### src/rtl/mem_access_router_if.sv
// mem_access_router_if: core-side access bus, memory enables/selects and IO handshake
interface mem_access_router_if #(parameter int ADDR_W = 32);
  logic [ADDR_W-1:0] pc, data_addr;
  logic mem_req, mem_we;
  logic [1:0] mem_size;
  logic [3:0] iwea, dwea;
  logic iload_sel;
  logic [1:0] dload_sel;
  logic io_req, io_we;
  logic [3:0] io_be;
  logic io_ack, stall, fault;
  logic [1:0] fault_code;
  modport slave (
    input pc, data_addr, mem_req, mem_we, mem_size, io_ack,
    output iwea, dwea, iload_sel, dload_sel, io_req, io_we, io_be, stall, fault, fault_code
  );
  modport master (
    output pc, data_addr, mem_req, mem_we, mem_size, io_ack,
    input iwea, dwea, iload_sel, dload_sel, io_req, io_we, io_be, stall, fault, fault_code
  );
endinterface

### src/rtl/mem_access_router.sv
// mem_access_router: region decode, byte lanes, load-select delay and IO handshake for the core
module mem_access_router #(
  parameter int ADDR_W = 32,
  parameter int READ_LAT = 1,
  parameter int IO_TIMEOUT = 255,
  parameter int IMEM_WR_NEEDS_BIOS = 1
) (
  input logic clk,
  input logic rst_n,
  mem_access_router_if.slave bus
);
  typedef enum logic {IDLE, IO_WAIT} state_t;
  localparam logic [15:0] tmo_last = 16'(IO_TIMEOUT - 1);
  state_t state, state_nx;
  logic [3:0] ptag, dtag, be;
  logic [1:0] off, din;
  logic aligned, mapped, act, st, bios_ok, start, ack, tmo, flt;
  logic [15:0] cnt;
  logic [READ_LAT-1:0] ip;
  logic [1:0] dp [READ_LAT];
  logic unused_addr_bits;
  assign ptag = bus.pc[ADDR_W-1 -: 4];
  assign dtag = bus.data_addr[ADDR_W-1 -: 4];
  assign off = bus.data_addr[1:0];
  assign unused_addr_bits = ^{bus.pc[ADDR_W-5:0], bus.data_addr[ADDR_W-5:2]};
  assign bus.iload_sel = ip[READ_LAT-1];
  assign bus.dload_sel = dp[READ_LAT-1];
  always_comb begin
    aligned = bus.mem_size == 2'b00 || (bus.mem_size == 2'b01 && !off[0]) ||
              (bus.mem_size == 2'b10 && off == 2'b00);
    be = !aligned ? 4'b0000 : bus.mem_size == 2'b00 ? 4'b0001 << off :
         bus.mem_size == 2'b01 ? 4'b0011 << off : 4'b1111;
    mapped = dtag inside {4'b0001, 4'b0010, 4'b0011, 4'b0100, 4'b1000};
    bios_ok = IMEM_WR_NEEDS_BIOS == 0 || ptag[2];
    act = bus.mem_req && rst_n && state == IDLE;
    st = act && bus.mem_we && aligned && mapped;
    bus.dwea = st && (dtag == 4'b0001 || dtag == 4'b0011) ? be : 4'b0000;
    bus.iwea = st && bios_ok && (dtag == 4'b0010 || dtag == 4'b0011) ? be : 4'b0000;
    start = act && aligned && dtag == 4'b1000;
    ack = state == IO_WAIT && bus.io_ack;
    tmo = state == IO_WAIT && !bus.io_ack && cnt == tmo_last;
    flt = act && !(aligned && mapped);
    bus.stall = start || (state == IO_WAIT && !bus.io_ack);
    din = ack && !bus.io_we ? 2'b10 :
          act && !bus.mem_we && aligned && dtag == 4'b0100 ? 2'b01 : 2'b00;
    state_nx = start ? IO_WAIT : (ack || tmo) ? IDLE : state;
  end
  always_ff @(posedge clk or negedge rst_n) begin
    if (!rst_n) begin
      state <= IDLE;
      bus.io_req <= 1'b0;
      bus.io_we <= 1'b0;
      bus.io_be <= 4'b0000;
      bus.fault <= 1'b0;
      bus.fault_code <= 2'b00;
      cnt <= '0;
      ip <= '0;
      for (int i = 0; i < READ_LAT; i++) dp[i] <= 2'b00;
    end else begin
      state <= state_nx;
      bus.io_req <= state_nx == IO_WAIT;
      if (start) begin
        bus.io_we <= bus.mem_we;
        bus.io_be <= be;
      end
      cnt <= state == IO_WAIT ? cnt + 16'd1 : 16'd0;
      bus.fault <= flt || tmo;
      if (flt || tmo) bus.fault_code <= tmo ? 2'b11 : aligned ? 2'b10 : 2'b01;
      ip[0] <= ptag == 4'b0100;
      dp[0] <= din;
      for (int i = 1; i < READ_LAT; i++) begin
        ip[i] <= ip[i-1];
        dp[i] <= dp[i-1];
      end
    end
  end
endmodule

### src/flat_wrapper.sv
// flat-port wrapper written by rule: the top's interface ports become plain ports
module mem_access_router_flat 
#(
  parameter int ADDR_W = 32,
  parameter int READ_LAT = 1,
  parameter int IO_TIMEOUT = 255,
  parameter int IMEM_WR_NEEDS_BIOS = 1
)
  (clk, rst_n, bus_pc, bus_data_addr, bus_mem_req, bus_mem_we, bus_mem_size, bus_io_ack, bus_iwea, bus_dwea, bus_iload_sel, bus_dload_sel, bus_io_req, bus_io_we, bus_io_be, bus_stall, bus_fault, bus_fault_code);
  mem_access_router_if #(.ADDR_W(ADDR_W)) bus_i ();
  input logic clk;
  input logic rst_n;
  input wire logic [$bits(bus_i.pc)-1:0] bus_pc;
  input wire logic [$bits(bus_i.data_addr)-1:0] bus_data_addr;
  input wire logic [$bits(bus_i.mem_req)-1:0] bus_mem_req;
  input wire logic [$bits(bus_i.mem_we)-1:0] bus_mem_we;
  input wire logic [$bits(bus_i.mem_size)-1:0] bus_mem_size;
  input wire logic [$bits(bus_i.io_ack)-1:0] bus_io_ack;
  output wire logic [$bits(bus_i.iwea)-1:0] bus_iwea;
  output wire logic [$bits(bus_i.dwea)-1:0] bus_dwea;
  output wire logic [$bits(bus_i.iload_sel)-1:0] bus_iload_sel;
  output wire logic [$bits(bus_i.dload_sel)-1:0] bus_dload_sel;
  output wire logic [$bits(bus_i.io_req)-1:0] bus_io_req;
  output wire logic [$bits(bus_i.io_we)-1:0] bus_io_we;
  output wire logic [$bits(bus_i.io_be)-1:0] bus_io_be;
  output wire logic [$bits(bus_i.stall)-1:0] bus_stall;
  output wire logic [$bits(bus_i.fault)-1:0] bus_fault;
  output wire logic [$bits(bus_i.fault_code)-1:0] bus_fault_code;
  assign bus_i.pc = bus_pc;
  assign bus_i.data_addr = bus_data_addr;
  assign bus_i.mem_req = bus_mem_req;
  assign bus_i.mem_we = bus_mem_we;
  assign bus_i.mem_size = bus_mem_size;
  assign bus_i.io_ack = bus_io_ack;
  assign bus_iwea = bus_i.iwea;
  assign bus_dwea = bus_i.dwea;
  assign bus_iload_sel = bus_i.iload_sel;
  assign bus_dload_sel = bus_i.dload_sel;
  assign bus_io_req = bus_i.io_req;
  assign bus_io_we = bus_i.io_we;
  assign bus_io_be = bus_i.io_be;
  assign bus_stall = bus_i.stall;
  assign bus_fault = bus_i.fault;
  assign bus_fault_code = bus_i.fault_code;
  mem_access_router #(.ADDR_W(ADDR_W), .READ_LAT(READ_LAT), .IO_TIMEOUT(IO_TIMEOUT), .IMEM_WR_NEEDS_BIOS(IMEM_WR_NEEDS_BIOS)) u_core (.clk(clk), .rst_n(rst_n), .bus(bus_i));
endmodule
### config.mk
export PLATFORM = sky130hd
export DESIGN_NAME = mem_access_router_flat
export DESIGN_NICKNAME = d
export VERILOG_FILES = /design/src/rtl/mem_access_router_if.sv /design/src/rtl/mem_access_router.sv /design/src/flat_wrapper.sv
export SDC_FILE = /design/constraint.sdc
export NUM_CORES = 1
export LEC_CHECK = 0
export ABC_AREA = 1
export CAP_MARGIN = 10
export CORE_MARGIN = 10
export CORE_UTILIZATION = 32
export CTS_BUF_LIST = sky130_fd_sc_hd__clkbuf_8
export CTS_CLUSTER_DIAMETER = 60
export DETAILED_ROUTE_END_ITERATION = 16
export HOLD_SLACK_MARGIN = 0.1
export PLACE_DENSITY = 0.69
export SYNTH_ARGS = -nofsm -noshare
export SYNTH_HDL_FRONTEND = slang
export SYNTH_SLANG_ARGS = --single-unit
### constraint.sdc
create_clock -name clk -period 1.55 [get_ports clk]
set_input_delay 0.31 -clock clk [delete_from_list [all_inputs] [get_ports clk]]
set_output_delay 0.31 -clock clk [all_outputs]
set_load 0.05 [all_outputs]
# Word level (Yosys, flattened, before mapping)
# Cells that the tools add are included.
[totals]
out_inout_bits = 21
regBits = 28
in_bits = 71
word_cells = 70
[classes]
shift = 2
add_sub_neg = 1
reduce_logical = 37
eq_ne = 9
bitwise_logic = 1
muxes = 12
[op_table]
columns = ["op", "n"]
rows = [
  ["logical AND 1 bit", 21],
  ["two-way mux 4 bit", 5],
  ["adder 16 x 1 -> 16 bit (second input constant)", 1],
  ["equality test 16 x 8 -> 1 bit (second input constant)", 1],
  ["two-way mux 16 bit", 1],
  ["equality test 4 x 2 -> 1 bit (second input constant)", 2],
  ["equality test 4 x 3 -> 1 bit (second input constant)", 2],
  ["logical OR 1 bit", 7],
  ["two-way mux 2 bit", 3],
  ["zero test 1 bit", 5],
  ["nonzero test 5 bit", 1],
  ["equality test 4 x 1 -> 1 bit (second input constant)", 1],
  ["equality test 4 bit (second input constant)", 1],
  ["zero test 2 bit", 2],
  ["<< shifter 1 x 2 -> 4 bit (first input constant)", 1],
  ["<< shifter 2 x 2 -> 4 bit (first input constant)", 1],
  ["two-way mux 1 bit", 3],
  ["equality test 2 x 1 -> 1 bit (second input constant)", 1],
  ["equality test 2 bit (second input constant)", 1],
  ["nonzero test 2 bit", 1],
  ["inverter 1 bit", 1],
]

# Depth between registers and ports, before layout
[depth]
word_depth = 9
depth_mapped = 10
depth_no_buf = 10

# Worst setup path after synthesis
# Ideal clock, no wire load.
[synth_path]
kind = "flip-flop to output port"
start = "reg u_core.state"
end = "out bus_dwea[2]"
n_path_buf = 0
stages_incl_launch_ff = 6
setup_slack_ns = -0.534
required_time_ns = 1.240
arrival_time_ns = 1.774
cell_sequence = "dfrtp_1 nor2_4 nand2_1 nor2_1 nand3_1 nor2_1"
[synth_via]
elab_chain_len = 7
[synth_rtl]
columns = ["item", "line", "text"]
rows = [
  ["start: declaration", "mem_access_router.sv:14", "state_t state, state_nx;"],
  ["start signal: assignment", "mem_access_router.sv:60", "state <= state_nx;"],
  ["inverter 1 bit", "mem_access_router.sv:35", "act = bus.mem_req && rst_n && state == IDLE;"],
  ["logical AND 1 bit", "mem_access_router.sv:35", ""],
  ["logical AND 1 bit (3 in series)", "mem_access_router.sv:36", "st = act && bus.mem_we && aligned && mapped;"],
  ["logical AND 1 bit", "mem_access_router.sv:37", "bus.dwea = st && (dtag == 4'b0001 || dtag == 4'b0011) ? be : 4'b0000;"],
  ["two-way mux 4 bit", "mem_access_router.sv:37", ""],
  ["end: declaration", "flat_wrapper.sv:20", "output wire logic [$bits(bus_i.dwea)-1:0] bus_dwea;"],
]
# Every way passes these cells.

# Final worst setup path
# Ends and elaborated chain as after synthesis.

==> metrics.yaml <==
clk_pin_slew_worst_paths_ps: 100
cp.arrival_ps: 1470
fin_crit_ps: 1780
grt_max_degree: 29
cts_max_level: 1
drv_slew: 0
p_leak_uw: 0.00122
critPathLaunchType: "flop"
setup_viol: 9
failed_checks: "setup timing"
hold_class: "primary input to async pin"
highest_layer: "met4"
synth_fp_nets: 303
root_buffer: "clkbuf_8"
finalCritPeriodShare_pct: 115
syn_area_um2: 1660
drt-met1-wl_mm: 1.83
final_nets: 375
maxCapViolations: 0
wl_met2_mm: 2.29
wl_met3_um: 278
cp-end-kind: "primary output"
synth-seq-cells: 28
core_region_area_um2: 5070
pwr-share-comb_pct: 25.9
required_ps: 1240
relSlewSlack_pct: 76.2
numCtsBuffers: 3
numPortBuffers: 37
cts_sinks: 28
max_freq_mhz: 561
yosys.area.top_type: "dfrtp_1"
status: "finished with violations"
hold_viol_final: 0
whs_ps: 243
power.density_nw_per_um2: 661
ys_seq_area_share_pct: 42.2
antenna_found_initial: 0
vias: 1653
yosysUniqueCellTypes: 28
clock_latency_ps: 270
die_w_um: 92.0
internal_power_uw: 1330
wire_per_inst_um: 12.2
drt-vias-per-instance: 4.50
yosys-top-cells-area: "dfrtp_1, nand2_1, nor2_1"
io_pins: 92
num_rows: 26
skew_ps: 4.54
cts_hold_buffers: 0
synthCells: 226
drt_pre_antenna_iters: 5
synthToLayoutAreaGrowth_pct: 67.1
drive_gt1_share_pct: 37.0
place_congestion: 0.795
tightest_slew_ps: 357
p_sw_share_pct: 27.5
crit_type: "flop to primary output"
drc_errors: 0
ir_drop_mv: 0.394
drt_iter0_drc: 80
r2r_start: "u_core.cnt[0]$_DFF_PN0_"
clock_path_buffers: 2
instances_no_fill: 367
clockPowerShare_pct: 31.1
start_util_pct: 32.7
hpwl_mm: 3.67
r2r_slack_ps: 220
diodes: 0
cp_max_fo: 4
yosys_warnings: 0
layout_common_cells: "nand2_1, nor2_1, buf_4"
synth_top_area_share_pct: 42.2
grt_pass1_vias: 1669
grtUsageTotal_pct: 11.0
dieArea_um2: 8470
switching_power_uw: 504
finalPower_uw: 1830
worst_slack_ps: -231
worst-r2r-cell-count: 6
timing.rr.end: "u_core.bus.fault_code[0]$_DFFE_PN0P_"
routed_wl_mm: 4.48
grt_setup_unrepaired: "true"
final_common_cell: "nand2_1"
syn_avg_cell_area_um2: 7.35
grt-ovfl-total: 0
drtAntennaViolNets: 0
dp.cells: 356
pwr-share-seq_pct: 42.9
die_h_um: 92.0
dp_slack_ps: -611
cts_tree: "built"
fin_tns_setup_ps: -1940
grt_pass1_wl_mm: 7.70
[kinds of logic after synthesis]
group	after synthesis	synth area share [%]
fa+ha+maj	6	4.52
simple gates	144	38.8
compound gates	16	5.95
buf+inv	30	7.46
xor+xnor	2	1.06
flops	28	42.2
[worst max-delay path by stage]
stage,startpoint,endpoint,slack (ps)
2_1_floorplan,u_core.state$_DFFE_PN0P_,bus_dwea[0],-100
3_3_place_gp,bus_data_addr[0],bus_dwea[0],-560
3_5_place_dp,bus_data_addr[0],bus_dwea[0],-610
4_1_cts,u_core.state$_DFFE_PN0P_,bus_dwea[2],-310
5_1_grt,u_core.state$_DFFE_PN0P_,bus_dwea[2],-320
6_report,u_core.state$_DFFE_PN0P_,bus_dwea[2],-230
[synth_stat cells, drive strengths merged]
cell type	number
a21oi	3
a31oi	1
and2	1
and3	1
buf	2
dfrtp	28
ha	6
inv	28
nand2	59
nand3	19
nand3b	1
nand4	3
nor2	53
nor3	4
nor4	1
nor4b	1
o21ai	11
o21bai	1
or2	1
xor2	2
[state kept, by name, summed over array words and instances (netlist names)]
name,count
u_core.bus.dload_sel,2
u_core.bus.fault,1
u_core.bus.fault_code,2
u_core.bus.iload_sel,1
u_core.bus.io_be,4
u_core.bus.io_we,1
u_core.cnt,16
u_core.state,1
[stage by stage]
stage	utilization, %	instance area [µm²]
5_1_grt	54.7	2770
3_3_place_gp	51.3	2600
2_1_floorplan	-	1780
3_5_place_dp	51.3	2600
6_report	54.7	2770
4_1_cts	54.3	2760
[power groups by stage]
stage	Clock (µW)	Sequential (µW)	Combinational (µW)
floorplan	0	879	109
global placement	0	801	447
detailed placement	0	801	454
CTS	578	788	469
global route	613	791	505
finish	570	787	475
[worst max-delay path, stage by stage, from the launching register on]
cell and delay [ps]:
dfrtp_2 430, nor2_4 110, nand2_2 70, nor2_4 140, nand3_4 160, nor2_4 140
buf_12 140
[area by class of cell]
type,count,area (µm²)
multi-input combinational,168,1020
timing repair buffer,69,788
clock buffer,3,41.3
tap,70,87.6
sequential,28,702
clock inverter,1,30.0
fill,483,2300
inverter,28,105
[timing repair]
| action | in CTS | in global routing |
|---|---|---|
| pin swaps | 16 | 10 |
| endpoints found under the setup margin | 15 | 9 |
| setup buffers | 5 | 3 |
| resized for setup | 26 | 10 |
[routing by layer]
| layer | vias up | track usage, % |
|---|---|---|
| met2 | 34 | 19.6 |
| met4 | 0 | 3.60 |
| met1 | 757 | 11.8 |
| li1 | 854 | - |
| met5 | - | 0 |
| met3 | 8 | 3.75 |
(Power assumes the default switching activity.)
